`src/rtl/countdown_sched_pkg.sv`:
```
// rtl/countdown_sched_pkg.sv - shared types and defaults for the countdown scheduler
package countdown_sched_pkg;

  typedef enum logic [1:0] {
    IDLE  = 2'd0,
    COUNT = 2'd1,
    DONE  = 2'd2
  } state_t;

  localparam int DEF_NREQ  = 4;
  localparam int DEF_WIDTH = 4;

  // Next round-robin pointer: the requester after the one just served.
  function automatic int wrap_inc(input int idx, input int n);
    return (idx + 1 >= n) ? 0 : idx + 1;
  endfunction

endpackage

```
`src/rtl/countdown_scheduler_if.sv`:
```
// rtl/countdown_scheduler_if.sv - client-side bundle of the countdown scheduler
interface countdown_scheduler_if
  import countdown_sched_pkg::*;
#(
  parameter int NREQ  = DEF_NREQ,
  parameter int WIDTH = DEF_WIDTH
);

  logic [NREQ-1:0]       req;
  logic [NREQ*WIDTH-1:0] dur;
  logic                  pause;
  logic [NREQ-1:0]       grant;
  logic                  busy;
  logic [WIDTH-1:0]      count;
  logic [NREQ-1:0]       done;

  modport master (
    output req, dur, pause,
    input  grant, busy, count, done
  );

  modport slave (
    input  req, dur, pause,
    output grant, busy, count, done
  );

endinterface

```
`src/rtl/countdown_core.sv`:
```
// rtl/countdown_core.sv - loadable down-counter that saturates at zero
module countdown_core #(
  parameter int WIDTH = 4
) (
  input  logic             clk,
  input  logic             rst_n,
  input  logic             load,
  input  logic [WIDTH-1:0] load_val,
  input  logic             dec,
  output logic [WIDTH-1:0] q,
  output logic             zero
);

  always_ff @(posedge clk) begin
    if (!rst_n) begin
      q <= '0;
    end else if (load) begin
      q <= load_val;
    end else if (dec && (q != '0)) begin
      q <= q - WIDTH'(1);
    end
  end

  assign zero = (q == '0);

endmodule

```
`src/rtl/countdown_scheduler.sv`:
```
// rtl/countdown_scheduler.sv - round-robin owner of one shared countdown timer
module countdown_scheduler
  import countdown_sched_pkg::*;
#(
  parameter int NREQ  = DEF_NREQ,
  parameter int WIDTH = DEF_WIDTH
) (
  input logic                 clk,
  input logic                 rst_n,
  countdown_scheduler_if.slave bus
);

  localparam int PW = (NREQ > 1) ? $clog2(NREQ) : 1;

  state_t          state;
  logic [PW-1:0]   ptr;
  logic [PW-1:0]   owner;
  logic [PW-1:0]   win;
  logic [NREQ-1:0] grant_q;
  logic [NREQ-1:0] done_q;
  logic            busy_q;

  logic             any_req;
  logic             owner_req;
  logic             core_load;
  logic             core_dec;
  logic             core_zero;
  logic [WIDTH-1:0] core_q;
  logic [WIDTH-1:0] win_dur;

  // Search upward from ptr with wrap: rotate, first-set, rotate back in one pass.
  always_comb begin
    int   idx;
    logic found;
    win   = ptr;
    found = 1'b0;
    idx   = 0;
    for (int k = 0; k < NREQ; k++) begin
      idx = int'(ptr) + k;
      if (idx >= NREQ) idx = idx - NREQ;
      if (!found && bus.req[idx]) begin
        found = 1'b1;
        win   = PW'(idx);
      end
    end
  end

  assign any_req   = |bus.req;
  assign owner_req = bus.req[owner];
  assign win_dur   = bus.dur[int'(win)*WIDTH +: WIDTH];

  assign core_load = (state == IDLE) && any_req;
  assign core_dec  = (state == COUNT) && owner_req && !bus.pause && !core_zero;

  countdown_core #(
    .WIDTH (WIDTH)
  ) u_core (
    .clk      (clk),
    .rst_n    (rst_n),
    .load     (core_load),
    .load_val (win_dur),
    .dec      (core_dec),
    .q        (core_q),
    .zero     (core_zero)
  );

  always_ff @(posedge clk) begin
    if (!rst_n) begin
      state   <= IDLE;
      ptr     <= '0;
      owner   <= '0;
      grant_q <= '0;
      done_q  <= '0;
      busy_q  <= 1'b0;
    end else begin
      done_q <= '0;
      case (state)
        IDLE: begin
          if (any_req) begin
            state   <= COUNT;
            owner   <= win;
            grant_q <= NREQ'(1) << win;
            busy_q  <= 1'b1;
          end
        end
        COUNT: begin
          // Abort outranks pause; pause outranks both decrement and completion.
          if (!owner_req) begin
            state   <= IDLE;
            grant_q <= '0;
            busy_q  <= 1'b0;
            ptr     <= PW'(wrap_inc(int'(owner), NREQ));
          end else if (!bus.pause && core_zero) begin
            state  <= DONE;
            done_q <= grant_q;
          end
        end
        DONE: begin
          state   <= IDLE;
          grant_q <= '0;
          busy_q  <= 1'b0;
          ptr     <= PW'(wrap_inc(int'(owner), NREQ));
        end
        default: begin
          state   <= IDLE;
          grant_q <= '0;
          busy_q  <= 1'b0;
        end
      endcase
    end
  end

  assign bus.grant = grant_q;
  assign bus.done  = done_q;
  assign bus.busy  = busy_q;
  assign bus.count = core_q;

endmodule

```
`src/flat_wrapper.sv`:
```
// flat-port wrapper written by rule: the top's interface ports become plain ports
module countdown_scheduler_flat import countdown_sched_pkg::*;
#(
  parameter int NREQ  = DEF_NREQ,
  parameter int WIDTH = DEF_WIDTH
)
  (clk, rst_n, bus_req, bus_dur, bus_pause, bus_grant, bus_busy, bus_count, bus_done);
  countdown_scheduler_if #(.NREQ(NREQ), .WIDTH(WIDTH)) bus_i ();
  input logic clk;
  input logic rst_n;
  input wire logic [$bits(bus_i.req)-1:0] bus_req;
  input wire logic [$bits(bus_i.dur)-1:0] bus_dur;
  input wire logic [$bits(bus_i.pause)-1:0] bus_pause;
  output wire logic [$bits(bus_i.grant)-1:0] bus_grant;
  output wire logic [$bits(bus_i.busy)-1:0] bus_busy;
  output wire logic [$bits(bus_i.count)-1:0] bus_count;
  output wire logic [$bits(bus_i.done)-1:0] bus_done;
  assign bus_i.req = bus_req;
  assign bus_i.dur = bus_dur;
  assign bus_i.pause = bus_pause;
  assign bus_grant = bus_i.grant;
  assign bus_busy = bus_i.busy;
  assign bus_count = bus_i.count;
  assign bus_done = bus_i.done;
  countdown_scheduler #(.NREQ(NREQ), .WIDTH(WIDTH)) u_core (.clk(clk), .rst_n(rst_n), .bus(bus_i));
endmodule
```
`config.mk`:
```
export PLATFORM = sky130hd
export DESIGN_NAME = countdown_scheduler_flat
export DESIGN_NICKNAME = d
export VERILOG_FILES = /design/src/rtl/countdown_sched_pkg.sv /design/src/rtl/countdown_scheduler_if.sv /design/src/rtl/countdown_core.sv /design/src/rtl/countdown_scheduler.sv /design/src/flat_wrapper.sv
export SDC_FILE = /design/constraint.sdc
export NUM_CORES = 1
export LEC_CHECK = 0
export BUFFER_PORTS_ARGS = -buffer_cell sky130_fd_sc_hd__buf_2
export CORE_ASPECT_RATIO = 0.7
export CORE_UTILIZATION = 44
export CTS_CLUSTER_SIZE = 25
export DETAILED_ROUTE_END_ITERATION = 16
export HOLD_SLACK_MARGIN = 0.03
export PLACE_DENSITY = 0.82
export SETUP_SLACK_MARGIN = 0.15
export SLEW_MARGIN = 20
export SYNTH_ARGS = -nofsm -noshare
export SYNTH_HDL_FRONTEND = slang
export SYNTH_SLANG_ARGS = --single-unit
export TNS_END_PERCENT = 5
```
`constraint.sdc`:
```
create_clock -name clk -period 1.6 [get_ports clk]
set_input_delay 0.16 -clock clk [delete_from_list [all_inputs] [get_ports clk]]
set_output_delay 0.16 -clock clk [all_outputs]
set_load 0.01 [all_outputs]
```
==> results of run 1 <==
## cells in the mapped netlist, drive strengths merged, types with 2 or more instances
cell / count / area, um2
nand2: 13 / 48.8
ha: 3 / 37.5
nand3: 2 / 10.0
a21boi: 2 / 15.0
nor3: 2 / 15.0
a21o: 2 / 15.0
dfxtp: 19 / 380
nand2b: 2 / 15.0
a22oi: 2 / 15.0
and2b: 2 / 15.0
nor2: 11 / 43.8
nor2b: 4 / 25.0
a21oi: 3 / 15.0
buf: 2 / 18.8
and2: 5 / 31.3
o21ai: 8 / 43.8
mux2i: 8 / 80.1
inv: 6 / 22.5
o31ai: 3 / 22.5
xor2: 2 / 17.5
## state kept, by name (all words and copies together) (netlist names)
signal	count
u_core.bus.grant	4
u_core.state	2
u_core.owner	2
u_core.bus.busy	1
u_core.bus.done	4
u_core.ptr	2
u_core.u_core.q	4
## power by group through the flow
stage | registers (uW) | clock network [uW] | logic, uW
finish | 572 | 248 | 513
global route | 577 | 283 | 556
CTS | 569 | 254 | 492
detailed placement | 583 | 0 | 448
global placement | 579 | 0 | 429
floorplan | 589 | 0 | 304
## per-layer routing
metal	share of wire, %	vias to the layer above
met5	0	-
met4	2.0	0
met3	5.5	6
met2	49	32
met1	43	495
li1	-	517
## per-stage QoR
step                setup TNS [ns]  total power, uW  utilization (%)
floorplan                        0              893                -
detailed placement          -0.103             1030             58.1
finish                      -0.148             1330             62.7
global route                -0.589             1420             62.7
CTS                         -0.162             1310             61.8
global placement                 0             1010             58.1
## worst max path at each step
stage | startpoint | to | slack, ns | depth (start not counted)
final | u_core.u_core.q[0]$_SDFFE_PN0P_ | u_core.u_core.q[3]$_SDFFE_PN0P_ | -0.06 | 8
after detailed placement | u_core.u_core.q[1]$_SDFFE_PN0P_ | u_core.u_core.q[2]$_SDFFE_PN0P_ | -0.05 | 8
after global placement | u_core.ptr[0]$_SDFFE_PN0P_ | u_core.u_core.q[3]$_SDFFE_PN0P_ | 0.05 | 6
after floorplan | u_core.owner[0]$_SDFFE_PN0P_ | u_core.u_core.q[2]$_SDFFE_PN0P_ | 0.07 | 6
after CTS | u_core.u_core.q[1]$_SDFFE_PN0P_ | u_core.u_core.q[2]$_SDFFE_PN0P_ | -0.07 | 8
after global routing | u_core.owner[0]$_SDFFE_PN0P_ | u_core.u_core.q[2]$_SDFFE_PN0P_ | -0.12 | 6
## cell families (layout without fill, tap and decap cells)
group           Yosys count  count (layout)
xor+xnor                  3               3
fa+ha+maj                 3               3
simple gates             48              48
compound gates           28              28
flops                    19              19
mux                      10              10
buf+inv                   9              54
## what timing repair did
| item | CTS | global route |
|---|---|---|
| hold endpoints to repair | 0 | 0 |
| gates resized for setup | 5 | 4 |
| buffers inserted | 5 | 0 |
| endpoints found under the setup margin | 16 | 17 |
| pin swaps | 4 | 3 |
## cell usage in the layout (no fill, tap or decap), types with 2 or more instances in the layout
master	n
a21oi_1	3
a21o_1	2
o31ai_2	2
nor2b_1	4
and2_1	5
nor2_1	8
inv_1	3
clkbuf_4	3
xor2_1	2
nor2_2	3
o21ai_1	3
nand2_1	13
inv_2	3
ha_1	3
and2b_1	2
a22oi_1	2
o21ai_0	4
dfxtp_2	3
dfxtp_1	16
buf_2	35
buf_4	9
mux2i_1	8
nand3_1	2
## worst max-delay path: stages, from the launching register on
cell and delay (ns):
dfxtp_2 0.36, inv_2 0.04, ha_1 0.17, or3b_4 0.25, nand4b_4 0.14, buf_4 0.17
o22ai_2 0.11, a21oi_1 0.06, o221a_1 0.26
## layout make-up
class	count	area, um2	area share [%]
Clock buffer	3	22.5	1.59
Clock inverter	1	5.00	0.353
Inverter	6	22.5	1.59
Multi-Input combinational cell	92	699	49.4
Sequential cell	19	384	27.1
Tap cell	32	40.0	2.83
Timing Repair Buffer	44	243	17.1
==> results by group, run 1 <==
Detailed routing
  • Drt first pass iters: 2
  • Post-route ant nets: 0
  • Starting DRT DRC Count: 37
  • Routed WL: 2700 um
  • Routed length per instance: 13.7 um
  • Vias per std cell: 5.33
  • Drc violations: 0
  • Via Count: 1050

Yosys
  • Synth Register Bits: 19
  • Synth Area in Adders: 3.41%
  • Mux contribution to synthesized area: 10.4%
  • Post-synth ARST share: 0%
  • Number of synthesized flops with an enable pin: 0
  • Synth warn: 0
  • Compound-cell area share of the yosys netlist: 18.3%
  • Largest family of logic cells by synthesized area: simple AND/OR/NAND/NOR gates
  • Syn_area_per_cell: 9.17 um2
  • Synthesized instance count: 120
  • Post-synth top flop: dfxtp_1
  • Syn Nets: 146
  • Mapped Area: 0.00110 mm2
  • Synth unique cells: 47
  • Simple-gate share of the synthesized area: 25.5%
  • Sequential area share after synthesis: 34.6%
  • XOR/XNOR share of the synthesized area: 2.39%

Power and ir drop
  • Cell internal pwr: 862 uW
  • Seq pwr share: 42.9%
  • Switching Fraction: 35.3%
  • Lkg Pwr: 0.000670 uW
  • Pwr dens: 941 mW/mm2
  • Switching power: 471 uW
  • Gate power share: 38.5%
  • Worst vdd ir: 0.456 mV
  • Clock network power share: 18.6%

Timing
  • Skew final: 0.00781 ns
  • Final setup viols: 5
  • Worst Tran Pin Value: 0.585 ns
  • Achievable Freq: 603 MHz
  • Max-slew headroom: 60.8%
  • Hold_ws: 0.185 ns
  • Final hold violation count: 0
  • Slew Viols, Final: 0
  • Post-route setup slack: -0.0585 ns
  • Post-route minimum period: 1.66 ns
  • Period utilisation layout: 104%
  • RSZ-0062 raised after global routing: yes

Hold path
  • Hold/Removal Path Class: in -> reg
  • Hold depth: 4
  • Hold Path End: u_core.u_core.q[1]$_SDFFE_PN0P_
  • Worst hold start: bus_dur[13]

Global routing
  • Largest net degree at the start of global routing: 15
  • Total GRT Usage: 22.7%
  • Antenna violations before repair: 0
  • GRT Residual Overflow: 0
  • Global-route wire length before repair: 4350 um
  • Number of global-route vias before repair: 1036
  • GRT met3 Usage: 7.76%
  • GRT met2 Usage: 36.8%
  • Grt met1 use: 27.8%
  • GRT Max-Usage Layer: met2

Clock network
  • Clock-pin slew on the worst setup and hold paths: 0.11 ns
  • TritonCTS Buffers: 3
  • Clock Latency Late Sink: 0.30 ns
  • CTS Root Cell: clkbuf_4
  • Hold buffer count at CTS: 0
  • CTS H-Tree Depth: 1
  • CTS tree: done
  • # clock sinks: 19
  • Worst-case clock buffer depth: 2

Worst setup path
  • Crit path capture type: flop
  • CP Launch Type: flop
  • Critical R2R Capture: u_core.u_core.q[3]$_SDFFE_PN0P_
  • Required time of the worst setup path: 1.80 ns
  • Reg-to-reg startpoint: u_core.u_core.q[0]$_SDFFE_PN0P_
  • R2R Setup Slk: -0.06 ns
  • Crit path DAT: 1.86 ns
  • Critical path class: reg -> reg
  • Crit-path max FO: 4
  • Worst reg-to-reg path cell count: 8

Place
  • GPL Wtd Cong: 0.834
  • Dpl ws: -0.0477 ns
  • IO buf count: 35
  • Area of placed instances: 0.00131 mm2
  • Placed Cells: 188
  • Detailed placement HPWL: 1960 um

Die
  • # rows: 14
  • I/O pin count: 36
  • Area of the core: 0.00226 mm2
  • DIE HEIGHT: 43.8 um
  • Die width: 61.8 um
  • Initial Util: 48.7%
  • Die area: 0.00271 mm2

Cells and area
  • Area delta synth->final: 28.8%
  • Layout fillers: 199
  • ANT cells: 0
  • Post-route cell area: 0.00142 mm2
  • Finished Layout Cells: 197
  • Nets@finish: 192
  • Share of cells above drive strength 1: 43.0%

Run
  • Total of max-cap violations: 0

Status
  • Failing checks: negative setup slack
  • Outcome: complete, but fails checks
Power figures use the tool's default switching activity.
==> run 2: changes to the inputs <==
- CELL_PAD_IN_SITES_DETAIL_PLACEMENT: unset -> 1
- CELL_PAD_IN_SITES_GLOBAL_PLACEMENT: unset -> 2
- CORE_UTILIZATION: 44 -> 26
==> run 2 against run 1 <==
Compared with the run above:
- critical path type unchanged
- the run still ends with negative setup slack left
- total power up 8.4%
- routed wire length up 14%
- global-route usage decreased by 8.4 points
- cell count rose by 11%
- worst hold slack better by 0.075 ns
- sequential power about the same
==> results by group, run 2 (same netlist as run 1, synthesis figures left out) <==
Die
  • Die area: 0.00450 mm2 (+66%)
  • I/O pin count: 36 (unchanged)
  • Die width: 79.7 um (+29%)
  • DIE HEIGHT: 56.4 um (+29%)
  • # rows: 19 (+5)
  • Initial Util: 27.5% (-21 points)
  • Area of the core: 0.00399 mm2 (+77%)

Run
  • Total of max-cap violations: 0 (unchanged)

Detailed routing
  • Vias per std cell: 4.78 (-10%)
  • Routed WL: 3090 um (+14%)
  • Drt first pass iters: 4 (+2)
  • Routed length per instance: 14.2 um (+3.4%)
  • Top layer in use: met3
  • Via Count: 1043 (-0.67%)
  • Wl on met1: 1430 um (+23%)
  • Drc violations: 0 (unchanged)
  • Starting DRT DRC Count: 28 (-24%)
  • Routed met2 length: 1510 um (+13%)
  • Post-route ant nets: 0 (unchanged)
  • Met3 wire length: 154 um (+3.4%)

Timing
  • Final hold violation count: 0 (unchanged)
  • Skew final: 0.00214 ns (-0.00568 ns)
  • Post-route setup slack: -0.0215 ns (+0.0370 ns)
  • Achievable Freq: 617 MHz (+2.3%)
  • Max-slew headroom: 70.4% (+9.6 points)
  • RSZ-0062 raised after global routing: yes
  • Worst Tran Pin Value: 0.440 ns (-0.145 ns)
  • Final setup viols: 3 (-2)
  • Period utilisation layout: 101% (-2.3 points)
  • Slew Viols, Final: 0 (unchanged)
  • Post-route minimum period: 1.62 ns (-0.0370 ns)

Cells and area
  • Nets@finish: 193 (+0.52%)
  • Register area: 385 um2 (+0.33%)
  • Most frequent cells in the layout: 35 x buf_2, 15 x dfxtp_1, 13 x nand2_1, 10 x buf_4, 8 x mux2i_1
  • Share of cells above drive strength 1: 44.0% (+0.95 points)
  • Area delta synth->final: 34.7%
  • Multi-input logic area: 712 um2 (+1.8%)
  • Layout fillers: 493 (+150%)
  • Final design utilization: 37.1% (-26 points)
  • Commonest non-fill, non-tap cell in the layout: buf_2
  • ANT cells: 0 (unchanged)

Clock network
  • Clock Latency Late Sink: 0.26 ns (-0.04 ns)
  • CTS H-Tree Depth: 1 (unchanged)
  • CTS Root Cell: clkbuf_8
  • TritonCTS Buffers: 3 (unchanged)
  • CTS tree: done
  • # clock sinks: 19 (unchanged)
  • Worst-case clock buffer depth: 2 (unchanged)
  • Hold buffer count at CTS: 0 (unchanged)
  • Clock-pin slew on the worst setup and hold paths: 0.08 ns (-0.03 ns)

Global routing
  • GRT Residual Overflow: 0 (unchanged)
  • Number of global-route vias before repair: 1072 (+3.5%)
  • Antenna violations before repair: 0 (unchanged)
  • Largest net degree at the start of global routing: 15 (unchanged)
  • Global-route wire length before repair: 4950 um (+14%)
  • Total GRT Usage: 14.4% (-8.4 points)

Status
  • Failing checks: negative setup slack
  • Outcome: complete, but fails checks

Place
  • IO buf count: 35 (unchanged)
  • Dpl ws: -0.0210 ns (+0.0267 ns)
  • Detailed placement HPWL: 2430 um (+24%)
  • GPL Wtd Cong: 0.860 (+3.1%)

Worst setup path
  • Crit-path max FO: 5 (+1)
  • Crit path DAT: 1.80 ns (-0.06 ns)
  • CP Launch Type: flop
  • Required time of the worst setup path: 1.78 ns (-0.02 ns)
  • Critical path class: reg -> reg
  • Crit path capture type: flop

Power and ir drop
  • Lkg Pwr: 0.000686 uW (+2.3%)
  • Worst vdd ir: 0.284 mV (-38%)
  • Pwr dens: 976 mW/mm2 (+3.7%)
  • Total power: 1450 uW (+8.4%)

Hold path
  • Hold/Removal Path Class: in -> reg
run 2: metal layers:
metal | global-route usage (%) | vias to the layer above
met5 | 0 | -
li1 | - | 515
met2 | 25.5 | 28
met3 | 4.55 | 0
met4 | 0.765 | 0
met1 | 17.7 | 500
run 2: stage by stage:
step | cell area (um2) | instances | hold WS, ns | setup TNS, ns
after floorplan | 1110 | 120 | 0.295 | 0
final | 1480 | 218 | 0.261 | -0.0359
after detailed placement | 1370 | 212 | 0.435 | -0.0964
after global routing | 1480 | 218 | 0.271 | -0.282
after CTS | 1440 | 216 | 0.262 | -0.0278
after global placement | 1370 | 212 | 0.435 | -0.0107
run 2: final cells by class:
type	instances	area share, %
Clock inverter	1	0.338
Multi-Input combinational cell	92	48.1
Clock buffer	3	2.79
Tap cell	52	4.39
Sequential cell	19	26.0
Inverter	6	1.52
Timing Repair Buffer	45	16.9
run 2: critical path, stage by stage, from the launching register on:
cell	delay, ns
dfxtp_2	0.35
mux4_2	0.57
nand4b_4	0.17
nor2_4	0.04
xor2_1	0.15
o21ai_1	0.08
a311oi_2	0.18
run 2: worst paths after layout:
kind | startpoint | end | slack (ns) | cells after the start
max | u_core.owner[0]$_SDFFE_PN0P_ | u_core.u_core.q[2]$_SDFFE_PN0P_ | -0.02 | 6
max reg2reg | u_core.owner[0]$_SDFFE_PN0P_ | u_core.u_core.q[2]$_SDFFE_PN0P_ | -0.02 | 6
min | bus_dur[13] | u_core.u_core.q[1]$_SDFFE_PN0P_ | 0.26 | 4
min reg2reg | u_core.bus.busy$_SDFFE_PN0P_ | u_core.bus.busy$_SDFFE_PN0P_ | 0.44 | 2
run 2: timing repair:
action / in CTS / in global routing
setup endpoints to repair: 17 / 18
pin swaps: 3 / 3
resized for setup: 8 / 6
setup buffers: 0 / 2
cloned: 0 / 0
run 2: where the power goes:
group          leakage [uW]  internal, uW  switching [uW]
registers          0.000157           526            44.8
clock network     0.0000255           173             170
logic              0.000503           249             282
==> run 3: changes to the inputs <==
- CORE_UTILIZATION: 26 -> 29
- PLACE_DENSITY: 0.82 -> 0.86
- clock period: 1.6 -> 1.7 ns (I/O delays scaled with it)
==> run 3 against run 2 <==
Compared with the run above:
- the run now ends clean
- cell count shrank 0.92%
- total power shrank 4.4%
- combinational power shrank 3%
- flip-flop and latch count is the same
- worst hold slack lost 0.0068 ns
- die area shrank 10%
- non-clock buffer count is the same
- critical endpoint is now u_core.u_core.q[0]$_SDFFE_PN0P_
==> results by group, run 3 (same netlist as run 1, synthesis figures left out) <==
Status
  • Outcome: finished, final reports clean

Cells and area
  • Register area: 384 um2 (-0.32%)
  • Layout fillers: 441 (-11%)
  • Commonest non-fill, non-tap cell in the layout: buf_2
  • Nets@finish: 193 (unchanged)
  • Multi-input logic area: 714 um2 (+0.35%)
  • ANT cells: 0 (unchanged)
  • Post-route cell area: 0.00149 mm2 (+0.68%)
  • Area delta synth->final: 35.6%
  • Share of cells above drive strength 1: 42.8% (-1.2 points)
  • Most frequent cells in the layout: 35 x buf_2, 16 x dfxtp_1, 13 x nand2_1, 10 x nor2_1, 8 x mux2i_1

Timing
  • RSZ-0062 raised after global routing: yes
  • Hold_ws: 0.254 ns (-0.00684 ns)
  • Achievable Freq: 611 MHz (-0.97%)
  • Slew Viols, Final: 0 (unchanged)
  • Final setup viols: 0 (-3)
  • Setup TNS Final: 0 ns (+0.0359 ns)
  • Max-slew headroom: 70.7% (+0.23 points)
  • Post-route minimum period: 1.64 ns (+0.0159 ns)
  • Period utilisation layout: 96.3% (-5.0 points)
  • Worst Tran Pin Value: 0.439 ns (-0.00125 ns)
  • Final hold violation count: 0 (unchanged)
  • Skew final: 0.00112 ns (-0.00102 ns)

Die
  • DIE HEIGHT: 53.5 um (-5.1%)
  • Initial Util: 30.7% (+3.2 points)
  • I/O pin count: 36 (unchanged)
  • Area of the core: 0.00358 mm2 (-10%)
  • Die width: 75.6 um (-5.2%)
  • Die area: 0.00405 mm2 (-10%)
  • # rows: 18 (-1)

Worst setup path
  • Reg-to-reg startpoint: u_core.owner[0]$_SDFFE_PN0P_
  • R2R Setup Slk: 0.06 ns (+0.08 ns)
  • Critical R2R Capture: u_core.u_core.q[0]$_SDFFE_PN0P_
  • Crit path capture type: flop
  • CP Launch Type: flop
  • Worst reg-to-reg path cell count: 6 (unchanged)
  • Crit path from: u_core.owner[0]$_SDFFE_PN0P_
  • Critical path class: reg -> reg
  • Crit path DAT: 1.80 ns (about the same)
  • Crit-path max FO: 3 (-2)
  • Required time of the worst setup path: 1.86 ns (+0.08 ns)

Hold path
  • Hold/Removal Path Class: in -> reg
  • Hold Path End: u_core.u_core.q[1]$_SDFFE_PN0P_
  • Worst hold start: bus_dur[13]
  • Hold depth: 4 (unchanged)

Power and ir drop
  • Pwr dens: 926 mW/mm2 (-5.0%)
  • Lkg Pwr: 0.000693 uW (+1.1%)
  • Total power: 1380 uW (-4.4%)
  • Worst vdd ir: 0.349 mV (+23%)

Clock network
  • Hold buffer count at CTS: 0 (unchanged)
  • CTS H-Tree Depth: 1 (unchanged)
  • Clock Latency Late Sink: 0.26 ns (about the same)
  • Clock-pin slew on the worst setup and hold paths: 0.07 ns (about the same)
  • # clock sinks: 19 (unchanged)
  • Worst-case clock buffer depth: 2 (unchanged)
  • CTS tree: done
  • CTS Root Cell: clkbuf_8
  • TritonCTS Buffers: 3 (unchanged)

Place
  • Area of placed instances: 0.00133 mm2 (-2.9%)
  • GPL Wtd Cong: 0.779 (-9.4%)
  • Detailed placement HPWL: 2240 um (-7.9%)
  • IO buf count: 35 (unchanged)

Detailed routing
  • Via Count: 1031 (-1.2%)
  • Starting DRT DRC Count: 28 (unchanged)
  • Post-route ant nets: 0 (unchanged)
  • Routed length per instance: 14.0 um (-1.1%)
  • Drc violations: 0 (unchanged)
  • Drt first pass iters: 4 (unchanged)
  • Routed WL: 3030 um (-2.0%)
  • Vias per std cell: 4.77 (-0.24%)

Global routing
  • Total GRT Usage: 16.6% (+2.2 points)
  • Number of global-route vias before repair: 1020 (-4.9%)
  • Antenna violations before repair: 0 (unchanged)
  • Global-route wire length before repair: 4820 um (-2.8%)
  • Largest net degree at the start of global routing: 15 (unchanged)
  • GRT Residual Overflow: 0 (unchanged)

Run
  • Total of max-cap violations: 0 (unchanged)
==> run 3: through the flow <==
step	setup slack (ns)	util (%)	cells
2_1_floorplan	0.170	-	120
3_3_place_gp	0.0959	37.1	205
3_5_place_dp	0.0492	37.1	205
4_1_cts	0.0272	39.7	215
5_1_grt	-0.000266	41.6	216
6_report	0.0626	41.6	216
==> run 3: timing repair <==
item | 4_1_cts | 5_1_grt
setup endpoints to repair | 13 | 17
pin swaps | 3 | 9
setup buffers | 6 | 1
resized for setup | 1 | 13
==> run 3: final cells by class <==
| cell class | count | area share (%) |
|---|---|---|
| Clock buffer | 3 | 2.77 |
| Clock inverter | 1 | 0.336 |
| Inverter | 6 | 1.51 |
| Multi-Input combinational cell | 92 | 47.9 |
| Sequential cell | 19 | 25.8 |
| Tap cell | 50 | 4.19 |
| Timing Repair Buffer | 45 | 17.5 |
==> run 3: per-layer routing <==
metal  up-vias  track usage (%)  wire (um)
met5         -                0          0
met4         0             6.79         45
met3         5             4.76        134
met2        27             28.1       1430
met1       482             19.8       1420
li1        517                -          -
==> run 3: where the power goes <==
group | switching, uW | internal, uW | total [uW]
registers | 44.3 | 494 | 539
logic | 271 | 246 | 517
clock network | 162 | 164 | 326
==> run 3: worst max-delay path, stage by stage, from the launching register on <==
cell      delay (ns)
dfxtp_2         0.34
mux4_2          0.56
nand4b_4        0.15
buf_6           0.11
xnor2_2         0.11
a22oi_1         0.09
and3_1          0.17
==> run 3: worst max path at each step <==
stage | to
final | u_core.u_core.q[0]$_SDFFE_PN0P_
after global routing | u_core.u_core.q[0]$_SDFFE_PN0P_
after detailed placement | u_core.u_core.q[2]$_SDFFE_PN0P_
after CTS | u_core.u_core.q[2]$_SDFFE_PN0P_
after floorplan | u_core.u_core.q[2]$_SDFFE_PN0P_
after global placement | u_core.u_core.q[2]$_SDFFE_PN0P_
